--- src/rtl/seq_alu.sv ---
// seq_alu: multi-cycle ALU (opcodes 0x10-0x17) with valid/ready on operand and result sides.
// Latency: 1 cycle for add/sub/logic/illegal/div-by-zero, WIDTH+1 cycles for MUL and DIV.
// Backpressure: one op in flight; result held in DONE until out_ready. Optional flags: SEQ_ALU_FLAGS_EN.
module seq_alu #(
  parameter int WIDTH = 8,
  parameter int OP_W  = 8
) (
  input  logic             clk,
  input  logic             rst_n,
  input  logic             in_valid,
  output logic             in_ready,
  input  logic [OP_W-1:0]  op,
  input  logic [WIDTH-1:0] a,
  input  logic [WIDTH-1:0] b,
  output logic             out_valid,
  input  logic             out_ready,
  output logic [WIDTH-1:0] result,
  output logic             err,
  output logic [2:0]       flags
);

  localparam int CW = $clog2(WIDTH + 1);

  localparam logic [OP_W-1:0] OP_ADD = OP_W'(8'h10);
  localparam logic [OP_W-1:0] OP_SUB = OP_W'(8'h11);
  localparam logic [OP_W-1:0] OP_MUL = OP_W'(8'h12);
  localparam logic [OP_W-1:0] OP_DIV = OP_W'(8'h13);
  localparam logic [OP_W-1:0] OP_AND = OP_W'(8'h14);
  localparam logic [OP_W-1:0] OP_OR  = OP_W'(8'h15);
  localparam logic [OP_W-1:0] OP_XOR = OP_W'(8'h16);
  localparam logic [OP_W-1:0] OP_NOT = OP_W'(8'h17);

  typedef enum logic [1:0] {S_IDLE, S_MUL, S_DIV, S_DONE} state_t;

  state_t             r_state;
  logic [CW-1:0]      r_cnt;
  // MUL: {partial product high, multiplier / product low}. DIV: {remainder, dividend / quotient}.
  logic [2*WIDTH-1:0] r_acc;
  // MUL: multiplicand a. DIV: divisor b.
  logic [WIDTH-1:0]   r_opnd;
  logic [WIDTH-1:0]   r_result;
  logic               r_err;
  logic               r_out_valid;

  logic [WIDTH-1:0]   w_res;
  logic               w_err;
  logic               w_go_mul;
  logic               w_go_div;
  logic               w_last;
  logic [WIDTH:0]     w_mul_sum;
  logic [2*WIDTH-1:0] w_mul_next;
  logic [WIDTH:0]     w_div_shift;
  logic               w_div_ge;
  logic [WIDTH-1:0]   w_div_diff;
  logic [2*WIDTH-1:0] w_div_next;

  assign in_ready  = (r_state == S_IDLE);
  assign out_valid = r_out_valid;
  assign result    = r_result;
  assign err       = r_err;
  assign w_last    = (r_cnt == CW'(WIDTH - 1));

  // One shift-add step: add multiplicand into the high half when the low bit is set, then shift right.
  assign w_mul_sum  = {1'b0, r_acc[2*WIDTH-1:WIDTH]} + (r_acc[0] ? {1'b0, r_opnd} : '0);
  assign w_mul_next = {w_mul_sum, r_acc[WIDTH-1:1]};

  // One restoring-division step: shift the next dividend bit into the remainder, subtract if it fits.
  // The difference is below the divisor, so its low WIDTH bits are exact.
  assign w_div_shift = {r_acc[2*WIDTH-1:WIDTH], r_acc[WIDTH-1]};
  assign w_div_ge    = (w_div_shift >= {1'b0, r_opnd});
  assign w_div_diff  = w_div_shift[WIDTH-1:0] - r_opnd;
  assign w_div_next  = {(w_div_ge ? w_div_diff : w_div_shift[WIDTH-1:0]),
                        r_acc[WIDTH-2:0], w_div_ge};

  // Decode the presented opcode: single-cycle result or dispatch to an iterative unit.
  always_comb begin
    w_res    = '0;
    w_err    = 1'b0;
    w_go_mul = 1'b0;
    w_go_div = 1'b0;
    case (op)
      OP_ADD: w_res = a + b;
      OP_SUB: w_res = a - b;
      OP_MUL: w_go_mul = 1'b1;
      OP_DIV: begin
        if (b == '0) begin
          w_res = '1;
          w_err = 1'b1;
        end else begin
          w_go_div = 1'b1;
        end
      end
      OP_AND: w_res = a & b;
      OP_OR:  w_res = a | b;
      OP_XOR: w_res = a ^ b;
      OP_NOT: w_res = ~a;
      default: w_err = 1'b1;
    endcase
  end

`ifdef SEQ_ALU_FLAGS_EN
  logic [2:0] r_flags;
  logic       w_c;

  // Carry for the single-cycle ops: ADD carry-out shows as a wrapped sum, SUB borrow as a < b.
  always_comb begin
    w_c = 1'b0;
    if (op == OP_ADD)      w_c = (w_res < a);
    else if (op == OP_SUB) w_c = (a < b);
  end

  // Flags {n, c, z} registered alongside the result; forced clear on err.
  always_ff @(posedge clk or negedge rst_n) begin
    if (!rst_n) begin
      r_flags <= 3'b000;
    end else begin
      case (r_state)
        S_IDLE: if (in_valid && !w_go_mul && !w_go_div)
                  r_flags <= w_err ? 3'b000 : {w_res[WIDTH-1], w_c, (w_res == '0)};
        S_MUL:  if (w_last)
                  r_flags <= {w_mul_next[WIDTH-1], |w_mul_next[2*WIDTH-1:WIDTH],
                              (w_mul_next[WIDTH-1:0] == '0)};
        S_DIV:  if (w_last)
                  r_flags <= {w_div_next[WIDTH-1], 1'b0, (w_div_next[WIDTH-1:0] == '0)};
        default: ;
      endcase
    end
  end

  assign flags = r_flags;
`else
  assign flags = 3'b000;
`endif

  // Control FSM: accept in IDLE, iterate in MUL/DIV, hold the result in DONE until consumed.
  always_ff @(posedge clk or negedge rst_n) begin
    if (!rst_n) begin
      r_state     <= S_IDLE;
      r_cnt       <= '0;
      r_acc       <= '0;
      r_opnd      <= '0;
      r_result    <= '0;
      r_err       <= 1'b0;
      r_out_valid <= 1'b0;
    end else begin
      case (r_state)
        S_IDLE: begin
          if (in_valid) begin
            r_cnt <= '0;
            r_err <= 1'b0;
            if (w_go_mul) begin
              r_state <= S_MUL;
              r_opnd  <= a;
              r_acc   <= {{WIDTH{1'b0}}, b};
            end else if (w_go_div) begin
              r_state <= S_DIV;
              r_opnd  <= b;
              r_acc   <= {{WIDTH{1'b0}}, a};
            end else begin
              r_state     <= S_DONE;
              r_result    <= w_res;
              r_err       <= w_err;
              r_out_valid <= 1'b1;
            end
          end
        end
        S_MUL: begin
          r_acc <= w_mul_next;
          r_cnt <= r_cnt + CW'(1);
          if (w_last) begin
            r_state     <= S_DONE;
            r_result    <= w_mul_next[WIDTH-1:0];
            r_out_valid <= 1'b1;
          end
        end
        S_DIV: begin
          r_acc <= w_div_next;
          r_cnt <= r_cnt + CW'(1);
          if (w_last) begin
            r_state     <= S_DONE;
            r_result    <= w_div_next[WIDTH-1:0];
            r_out_valid <= 1'b1;
          end
        end
        S_DONE: begin
          if (out_ready) begin
            r_state     <= S_IDLE;
            r_out_valid <= 1'b0;
          end
        end
        default: r_state <= S_IDLE;
      endcase
    end
  end

endmodule

--- config.mk ---
export PLATFORM = sky130hd
export DESIGN_NAME = seq_alu
export DESIGN_NICKNAME = d
export VERILOG_FILES = /design/src/rtl/seq_alu.sv
export SDC_FILE = /design/constraint.sdc
export NUM_CORES = 1
export LEC_CHECK = 0
export BUFFER_PORTS_ARGS = -buffer_cell sky130_fd_sc_hd__buf_2
export CAP_MARGIN = 20
export CORE_MARGIN = 2
export CORE_UTILIZATION = 60
export CTS_CLUSTER_DIAMETER = 120
export DETAILED_ROUTE_END_ITERATION = 7
export HOLD_SLACK_MARGIN = 0.1
export PLACE_DENSITY = 0.77
export SKIP_LAST_GASP = 1
export SYNTH_ARGS = -nofsm -noshare
export SYNTH_HDL_FRONTEND = slang
export SYNTH_SLANG_ARGS = --single-unit
export TNS_END_PERCENT = 30
--- constraint.sdc ---
create_clock -name clk -period 7.11 [get_ports clk]
set_clock_uncertainty 0.15 [all_clocks]
set_input_delay 1.0665 -clock clk [delete_from_list [all_inputs] [get_ports clk]]
set_output_delay 1.0665 -clock clk [all_outputs]
set_load 0.03 [all_outputs]
==> results.json, run 1 <==
{
  "ys_ff_latch": 40,
  "numPortBuffers": 38,
  "clkTransAtPathRegs_ns": 0.08,
  "mostFrequentLayoutCells": "o21ai_0 (50), ha_1 (47), inv_1 (45)",
  "crit_cells": 12,
  "setup_violations": 0,
  "hpwl_mm": 8.59,
  "min_to": "r_opnd[2]",
  "cp.buffers_inverters": 2,
  "hp-class": "flip-flop to flip-flop",
  "worstMarginPinSlew_ns": 0.946,
  "syn_area_um2": 4280,
  "grt_pass1_wl_mm": 18.3,
  "num-nets-final": 614,
  "grt_overflow": 0,
  "multi_input_area_um2": 2990,
  "cp.required_ns": 7.13,
  "critPathLaunchType": "primary input",
  "r2r_end": "result[0]",
  "row_count": 30,
  "post_cts_resized": 0,
  "h-tree-depth": 2,
  "leakage_nw": 2.07,
  "finalHoldViolations": 0,
  "hold_ws_ns": 0.353,
  "viasPerCell": 6.27,
  "post-route-min-period_ns": 3.97,
  "crit_top_cell": "o21ai_0",
  "clockRootBuffer": "clkbuf_8",
  "drive_above_1_share_pct": 14.2,
  "period_share_pct": 55.8,
  "cap_violations": 0,
  "setup-tns-final_ns": 0,
  "rsz0062_at_grt": "false",
  "dr.pass1.iters": 5,
  "fmax_mhz": 252,
  "initial_core_util_pct": 62.6,
  "utilization_pct": 67.1,
  "drtAntennaViolNets": 0,
  "rr_worst_depth": 7,
  "status": "finished clean",
  "numClockSinks": 40,
  "ys_types": 70,
  "drt_iter0_markers": 353,
  "drv_slew": 0,
  "grtUsageTotal_pct": 29.9,
  "clockBufferDepth": 2,
  "routed_wl_mm": 11.0,
  "final_common_cell": "o21ai_0",
  "critical_path_arrival_ns": 3.99,
  "crit_start": "op[5]",
  "clkLatencyLatePin_ns": 0.29,
  "hold_buffers": 0,
  "rrSetupSlack_ns": 4.18,
  "cp_max_fo": 7,
  "critPathTopFamily": "compound AO/OA/AOI/OAI gates",
  "antennaDiodeCount": 0,
  "synth_flop_cell": "dfrtp_1",
  "gp_congestion": 0.925,
  "synth_edf_count": 0,
  "die_x_um": 88.4,
  "max-slew-margin-rel_pct": 36.7,
  "antenna_found_initial": 0,
  "netlist_instances": 512,
  "drc_errors": 0,
  "nFillCells": 614,
  "wl_per_cell_um": 17.4,
  "async_reset_ff_share_pct": 100,
  "avgSynthCellArea_um2": 8.35,
  "critPathSlowestCell": "nor4b_1",
  "cts_tree": "yes",
  "first_global_vias": 3643,
  "ys_seq_area_share_pct": 23.4,
  "fp.dieH_um": 88.4,
  "die_area_um2": 7820,
  "ios": 42,
  "num_vias": 3966,
  "yosysWarnings": 0,
  "ff_latch_area_um2": 1000,
  "grt_max_degree": 41,
  "cts_setup_buffers": 0,
  "worstSetupEndpointType": "flip-flop",
  "area_growth_syn_to_layout_pct": 7.20,
  "crit_chain": "buf_2 > nor4b_1 > nand4b_1 > o21ai_0 > inv_1 > ha_1 > nor2b_1 > o21a_1 > o31a_1 > o41a_1 > xnor2_1 > o21ai_0",
  "cts_buffers": 5,
  "path_class": "primary input to flip-flop",
  "hold_start": "r_opnd[2]",
  "core-area_um2": 6830,
  "critPathMaxStageDelay_ns": 0.46,
  "hold_path_depth": 2,
  "p_per_area_nw_per_um2": 359,
  "r2r-start": "r_state[1]",
  "peakVddDrop_uv": 182
}
## flip-flops by register name, summed over array words and instances (netlist names)
signal and flops:
r_opnd 8, result 8, out_valid 1, r_acc 16, r_cnt 4, r_state 2, err 1
## cells by family (layout without fill, tap and decap cells)
logic type                 Yosys count  count (layout)  share of synthesized area (%)
DFF                                 40              40                           23.4
adders and majority gates           50              50                           15.2
buffers and inverters               70              93                           6.91
muxes                               35              35                           9.86
other                                1               3                         0.0877
AOI/OAI and AO/OA                  148             148                           22.9
and+or+nand+nor                    155             155                           19.0
xor gates and xnor gates            13              13                           2.66
## tightest hold or removal path, cell delays in order (launching register included)
cell,delay [ns]
dfrtp_1,0.36
nand2_1,0.05
o21ai_0,0.06
## metal layers
metal	GRT usage, %	wire length, um	vias up
li1	-	-	1906
met1	44.9	5190	1920
met2	46.8	5090	130
met3	2.89	615	10
met4	6.75	138	0
met5	0	0	-
## per-stage QoR
step / worst slack (ns) / total power [W] / cells / cell area (um^2)
2_1_floorplan: 3.42 / 0.00122 / 514 / 4280
3_3_place_gp: 2.98 / 0.00143 / 625 / 4490
3_5_place_dp: 2.88 / 0.00146 / 625 / 4490
4_1_cts: 3.19 / 0.00163 / 633 / 4580
5_1_grt: 2.91 / 0.00179 / 633 / 4580
6_report: 3.14 / 0.00164 / 633 / 4580
## power breakdown
group	switching, W	total [W]	internal [W]
sequential	0.0000808	0.000396	0.000315
clock	0.0000857	0.000165	0.0000795
combinational	0.000665	0.00108	0.000418
## cell usage after synthesis, drive strengths merged, types with 2 or more instances
library cell / count / area, um^2
o41ai: 2 / 17.5
a221oi: 2 / 17.5
or3: 5 / 31.3
a21o: 4 / 30.0
o21ai: 51 / 255
ha: 47 / 588
mux2i: 23 / 230
or4: 2 / 18.8
nand4: 3 / 18.8
a31oi: 8 / 56.3
nor3: 13 / 76.3
a311oi: 2 / 17.5
o211ai: 8 / 60.1
a22o: 7 / 61.3
nor2b: 6 / 37.5
a211o: 2 / 17.5
clkbuf: 11 / 41.3
fa: 3 / 60.1
o31ai: 5 / 37.5
dfrtp: 40 / 1000
or3b: 4 / 37.5
nand2b: 7 / 43.8
nand2: 37 / 139
nand3b: 4 / 30.0
a211oi: 11 / 82.6
nand3: 8 / 40.0
nor3b: 2 / 15.0
xor2: 2 / 17.5
or2: 4 / 25.0
a221o: 2 / 20.0
and2: 9 / 56.3
a21oi: 21 / 105
inv: 45 / 169
nor2: 38 / 148
nor4: 5 / 31.3
mux2: 7 / 78.8
buf: 14 / 85.1
and3: 4 / 25.0
xnor2: 11 / 96.3
o21a: 9 / 67.6
nand4b: 2 / 17.5
mux4: 5 / 113
## layout make-up
| type | count | share of cell area, % |
|---|---|---|
| clock buffer | 6 | 1.80 |
| timing repair buffer | 40 | 4.48 |
| sequential | 40 | 21.8 |
| multi-input combinational | 404 | 65.3 |
| tap | 96 | 2.62 |
| inverter | 45 | 3.69 |
| clock inverter | 2 | 0.300 |
## worst max-delay path by stage
| stage | endpoint | slack (ns) |
|---|---|---|
| after global routing | result[4] | 2.91 |
| after detailed placement | result[7] | 2.88 |
| after floorplan | result[4] | 3.42 |
| after global placement | result[4] | 2.98 |
| final | result[7] | 3.14 |
| after CTS | result[7] | 3.19 |
No activity file was read; power rests on OpenSTA's default activity.
==> run 2, diff against run 1 <==
- ABC_AREA: not set -> 1
- clock period: 7.11 -> 3.77 ns (I/O delays scaled with it)
==> run 2 against run 1 <==
Combinational power is 130% higher. Utilization is 0.58 points higher. Design area is 2.0% higher. Wire length is 6.2% higher. Synthesized cell count is 29% higher. Cell count is 24% higher. First-iteration DRC count is 9.9% higher.
==> results.json, run 2 <==
{
  "avgSynthCellArea_um2": 6.58,
  "die_area_um2": 7920,
  "yosys.area_share.simple_pct": 34.1,
  "mostFrequentLayoutCells": "nand2_1 (181), inv_1 (87), nor2_1 (58)",
  "yosysWarnings": 0,
  "h-tree-depth": 2,
  "num_vias": 4371,
  "synth_edf_count": 0,
  "numPortBuffers": 38,
  "hp-class": "primary input to async pin",
  "final_common_cell": "nand2_1",
  "synth_flop_cell": "dfrtp_1",
  "status": "finished clean",
  "p_int_w": 0.00158,
  "synthAdderAreaFrac_pct": 15.0,
  "max-slew-margin-rel_pct": 36.9,
  "critPathTopFamily": "simple AND/OR/NAND/NOR gates",
  "p_per_area_nw_per_um2": 759,
  "synth_commonest_cells": "nand2_1 (181), inv_1 (87), nor2_1 (58)",
  "crit_top_cell": "nand2_1",
  "post-synth-top-count-cell": "nand2_1",
  "cts_tree": "yes",
  "grt_max_degree": 41,
  "cp.buffers_inverters": 3,
  "viasPerCell": 5.55,
  "netlist_instances": 658,
  "critical_path_arrival_ns": 2.94,
  "dpl.cell_count": 779,
  "finalHoldViolations": 0,
  "async_reset_ff_share_pct": 100,
  "drt_iter0_markers": 388,
  "routed_wl_mm": 11.7,
  "row_count": 30,
  "fmax_mhz": 351,
  "cts_setup_buffers": 0,
  "worstSetupEndpointType": "flip-flop",
  "drc_errors": 0,
  "area_growth_syn_to_layout_pct": 7.85,
  "hold_ws_ns": 0.244,
  "r2r-start": "r_state[1]",
  "wl_per_cell_um": 14.9,
  "regMostFlops": "r_acc",
  "cap_violations": 0,
  "critPathSlowestCell": "ha_1",
  "first_global_vias": 4077,
  "path_class": "primary input to flip-flop",
  "combPwrFrac_pct": 68.7,
  "final_cells": 787,
  "die_x_um": 89.0,
  "synth_top_family_by_area": "simple AND/OR/NAND/NOR gates",
  "clockBufferDepth": 2,
  "grt_overflow": 0,
  "cts_buffers": 5,
  "ys_ff_latch": 40,
  "period_share_pct": 75.5,
  "largest_reg_flops": 16,
  "drv_slew": 0,
  "clkLatencyLatePin_ns": 0.31,
  "synth_compound_area_share_pct": 15.3,
  "yosys-top-cells-area": "dfrtp_1 (23%), nand2_1 (16%), ha_1 (14%)",
  "antenna_found_initial": 0,
  "critPathLaunchType": "primary input",
  "r2r_end": "r_cnt[2]",
  "synthMuxAreaShare_pct": 0,
  "leakage_nw": 2.67,
  "rrSetupSlack_ns": 1.15,
  "cp.required_ns": 3.86,
  "fp.dieH_um": 89.0,
  "multi_input_area_um2": 2880,
  "drtAntennaViolNets": 0,
  "clkTransAtPathRegs_ns": 0.09,
  "peakVddDrop_uv": 300,
  "post-route-min-period_ns": 2.85,
  "ys_types": 40,
  "grtUsageTotal_pct": 31.3,
  "ios": 42,
  "syn_area_um2": 4330,
  "nFillCells": 649,
  "ys_seq_area_share_pct": 23.1,
  "clockPowerShare_pct": 10.6,
  "p_switching_w": 0.00197,
  "cp_max_fo": 13,
  "clockRootBuffer": "clkbuf_8",
  "crit_chain": "buf_2 > inv_1 > nand2_1 > nor2_4 > nand2_1 > inv_1 > nor2_1 > xor2_1 > ha_1 > a21oi_1 > nand2_1 > a21oi_1 > o21ai_0 > nand3b_1 > nand2_1 > a21oi_1",
  "setup_violations": 0,
  "setup-tns-final_ns": 0,
  "critPathMaxStageDelay_ns": 0.35,
  "synth.top_cell.area_share_pct": 23.1,
  "synth_xor_area_share_pct": 1.82,
  "rsz0062_at_grt": "false",
  "p_sw_share_pct": 55.4,
  "numClockSinks": 40,
  "antennaDiodeCount": 0,
  "ff_latch_area_um2": 1000,
  "core-area_um2": 6910,
  "post_cts_resized": 0,
  "drive_above_1_share_pct": 11.9,
  "num-nets-final": 768,
  "dr.pass1.iters": 5,
  "hold_buffers": 0,
  "initial_core_util_pct": 62.7,
  "worstMarginPinSlew_ns": 0.947,
  "gp_congestion": 0.990,
  "hpwl_mm": 9.22,
  "seqPwrFrac_pct": 20.7,
  "yosysTopAreaCell": "dfrtp_1",
  "rr_worst_depth": 7,
  "grt_pass1_wl_mm": 19.3
}
## run 2: area by class of cell
| class | count | share of cell area (%) |
|---|---|---|
| multi-input combinational | 509 | 61.6 |
| timing repair buffer | 39 | 4.23 |
| sequential | 40 | 21.4 |
| clock inverter | 3 | 0.991 |
| tap | 96 | 2.57 |
| inverter | 95 | 7.68 |
| clock buffer | 5 | 1.47 |
## run 2: cell families (layout without fill, tap and decap cells)
group,count (synthesis),count (layout)
compound gates,119,119
xor+xnor,9,9
fa+ha+maj,50,50
buf+inv,111,142
flops,40,40
other cells,1,3
simple gates,328,328
## run 2: worst max path at each step
stage          startpoint         to  slack [ns]  cells past startpoint
2_1_floorplan       op[7]  result[5]        1.12                     18
3_3_place_gp        op[7]  result[3]        0.72                     16
3_5_place_dp        op[7]  result[3]        0.64                     16
4_1_cts             op[7]  result[3]        0.98                     16
5_1_grt             op[7]  result[3]        0.68                     16
6_report            op[7]  result[3]        0.92                     16
## run 2: per-stage QoR
stage                     setup slack (ns)  utilization [%]  instance area, um^2  power (W)
after global placement               0.724             66.0                 4560    0.00307
after floorplan                       1.12                -                 4340    0.00260
after CTS                            0.975             67.7                 4670    0.00352
after detailed placement             0.636             66.0                 4560    0.00315
final                                0.923             67.7                 4670    0.00355
after global routing                 0.683             67.7                 4670    0.00388
## run 2: power by group through the flow
stage                     Sequential, W  Combinational, W  Clock (W)
after floorplan                0.000808           0.00179          0
after global placement         0.000737           0.00233          0
after detailed placement       0.000742           0.00241          0
after CTS                      0.000734           0.00241   0.000375
after global routing           0.000756           0.00273   0.000393
final                          0.000735           0.00244   0.000375
## run 2: per-layer routing
| metal | GRT usage [%] | vias to the layer above | wire, um |
|---|---|---|---|
| met4 | 11.1 | 0 | 359 |
| met2 | 54.6 | 159 | 5570 |
| li1 | - | 2197 | - |
| met3 | 3.51 | 27 | 721 |
| met5 | 0 | - | 0 |
| met1 | 40.1 | 1988 | 5070 |
==> run 3, diff against run 2 <==
- ABC_AREA: 1 -> 0
- CORE_UTILIZATION: 60 -> 55
- PLACE_DENSITY: 0.77 -> 0.74
- clock period: 3.77 -> 2.5 ns (I/O delays scaled with it)
==> run 3 against run 2 <==
The run now ends with negative setup slack left. Global-route usage fell by 1.1 points. First-iteration DRC count rose by 3.1%. Largest cell class unchanged. Register-to-register slack got worse by 1.2 ns. Count of clock-buffer cells in the layout rose by 1. Worst hold slack got worse by 0.17 ns. Largest power group unchanged.
==> results.json, run 3 (synthesized netlist as in run 1, its figures left out) <==
{
  "hold_buffers": 0,
  "max-slew-margin-rel_pct": 37.5,
  "crit_chain": "buf_8 > nor4b_4 > nand4b_1 > buf_6 > o21ai_4 > inv_2 > ha_4 > nor2b_4 > o21a_1 > o31a_1 > o41a_1 > xnor2_1 > o21ai_1",
  "largest_reg_flops": 16,
  "drive_above_1_share_pct": 29.1,
  "dr.pass1.iters": 5,
  "cts_tree": "yes",
  "place_area_um2": 5110,
  "fp.dieH_um": 92.2,
  "clkTransAtPathRegs_ns": 0.08,
  "final_common_cell": "buf_4",
  "numPortBuffers": 38,
  "dpl.cell_count": 705,
  "ios": 42,
  "leakage_nw": 2.56,
  "post-route-min-period_ns": 2.68,
  "cp.buffers_inverters": 3,
  "drv_slew": 0,
  "core-area_um2": 7650,
  "grtUsageTotal_pct": 30.2,
  "critical_path_arrival_ns": 2.72,
  "status": "complete, but fails checks",
  "cap_violations": 0,
  "path_class": "primary input to flip-flop",
  "hold_ws_ns": 0.0699,
  "num-nets-final": 703,
  "worstSetupEndpointType": "flip-flop",
  "initial_core_util_pct": 55.9,
  "wl_per_cell_um": 17.9,
  "gp_congestion": 0.968,
  "p_per_area_nw_per_um2": 969,
  "worstMarginPinSlew_ns": 0.938,
  "grt_overflow": 0,
  "routed_wl_mm": 13.0,
  "period_share_pct": 107,
  "cts_buffers": 5,
  "grt_max_degree": 41,
  "area_growth_syn_to_layout_pct": 27.3,
  "die_x_um": 92.2,
  "final_area_um2": 5440,
  "utilization_pct": 71.2,
  "clockBufferDepth": 2,
  "final_cells": 728,
  "antennaDiodeCount": 0,
  "finalHoldViolations": 0,
  "antenna_found_initial": 0,
  "die_area_um2": 8490,
  "rsz0062_at_grt": "true",
  "critPathTopFamily": "compound AO/OA/AOI/OAI gates",
  "numClockSinks": 40,
  "critPathSlowestCell": "o41a_1",
  "drtAntennaViolNets": 0,
  "violations": "negative setup slack",
  "viasPerCell": 6.05,
  "grt_pass1_wl_mm": 20.7,
  "clockRootBuffer": "clkbuf_8",
  "row_count": 32,
  "fmax_mhz": 372,
  "num_vias": 4407,
  "cp_max_fo": 4,
  "hpwl_mm": 9.69,
  "critPathLaunchType": "primary input",
  "setup_violations": 12,
  "drt_iter0_markers": 400,
  "h-tree-depth": 2,
  "hp-class": "primary input to async pin",
  "clkLatencyLatePin_ns": 0.29,
  "cp.required_ns": 2.53,
  "drc_errors": 0,
  "setup_ws_ns": -0.185,
  "regMostFlops": "r_acc",
  "mostFrequentLayoutCells": "buf_4 (87), ha_1 (46), inv_1 (44), o21ai_0 (44), dfrtp_1 (40)",
  "critPathMaxStageDelay_ns": 0.32,
  "peakVddDrop_uv": 387,
  "first_global_vias": 4249
}
[run 3: stage by stage]
| step | setup TNS, ns | setup slack, ns | power, W |
|---|---|---|---|
| floorplan | -0.843 | -0.263 | 0.00346 |
| global placement | -6.51 | -0.440 | 0.00451 |
| detailed placement | -7.44 | -0.509 | 0.00461 |
| CTS | -0.634 | -0.201 | 0.00516 |
| global route | -3.28 | -0.324 | 0.00568 |
| finish | -0.987 | -0.185 | 0.00527 |
[run 3: final timing paths]
path	start	endpoint	slack (ns)	cells past startpoint
setup / recovery	op[6]	result[7]	-0.18	13
hold / removal	rst_n	r_acc[8]	0.07	1
setup reg to reg	r_opnd[4]	result[0]	-0.01	9
hold reg to reg	r_opnd[2]	r_opnd[2]	0.35	2
max in group asynchronous	rst_n	out_valid	1.55	1
min in group clk	in_valid	err	0.25	2
[run 3: power breakdown]
group	switching (W)	leakage (nW)	internal [W]
registers	0.000183	0.513	0.000896
logic	0.00207	1.99	0.00159
clock network	0.000236	0.0552	0.000297
total	0.00249	2.56	0.00279
[run 3: cell type report]
cell class	count	area, um^2
Multi-Input combinational cell	404	3120
Clock inverter	2	35.0
Timing Repair Buffer	129	922
Clock buffer	6	72.6
Fill cell	585	2200
Inverter	45	169
Tap cell	102	128
Sequential cell	40	1000
[run 3: routing by layer]
layer  wire, um  up-vias  global-route usage, %
met2       6290      180                   50.7
li1           -     2084                      -
met1       5510     2103                   40.0
met5          0        -                      0
met4        442        0                   11.6
met3        749       40                   3.53
[run 3: worst register-to-register path, cell delays in order (launching register included)]
cell       delay, ns
dfrtp_1         0.39
inv_1           0.06
ha_1            0.33
nand4_1         0.13
nor2_1          0.07
a2111oi_2       0.49
buf_4           0.20
o31ai_1         0.11
a221oi_1        0.39
nor2_1          0.08
[run 3: what timing repair did]
action / 4_1_cts / 5_1_grt
pin swaps: 12 / 15
resized for setup: 8 / 23
setup buffers: 15 / 3
setup endpoints to repair: 7 / 24
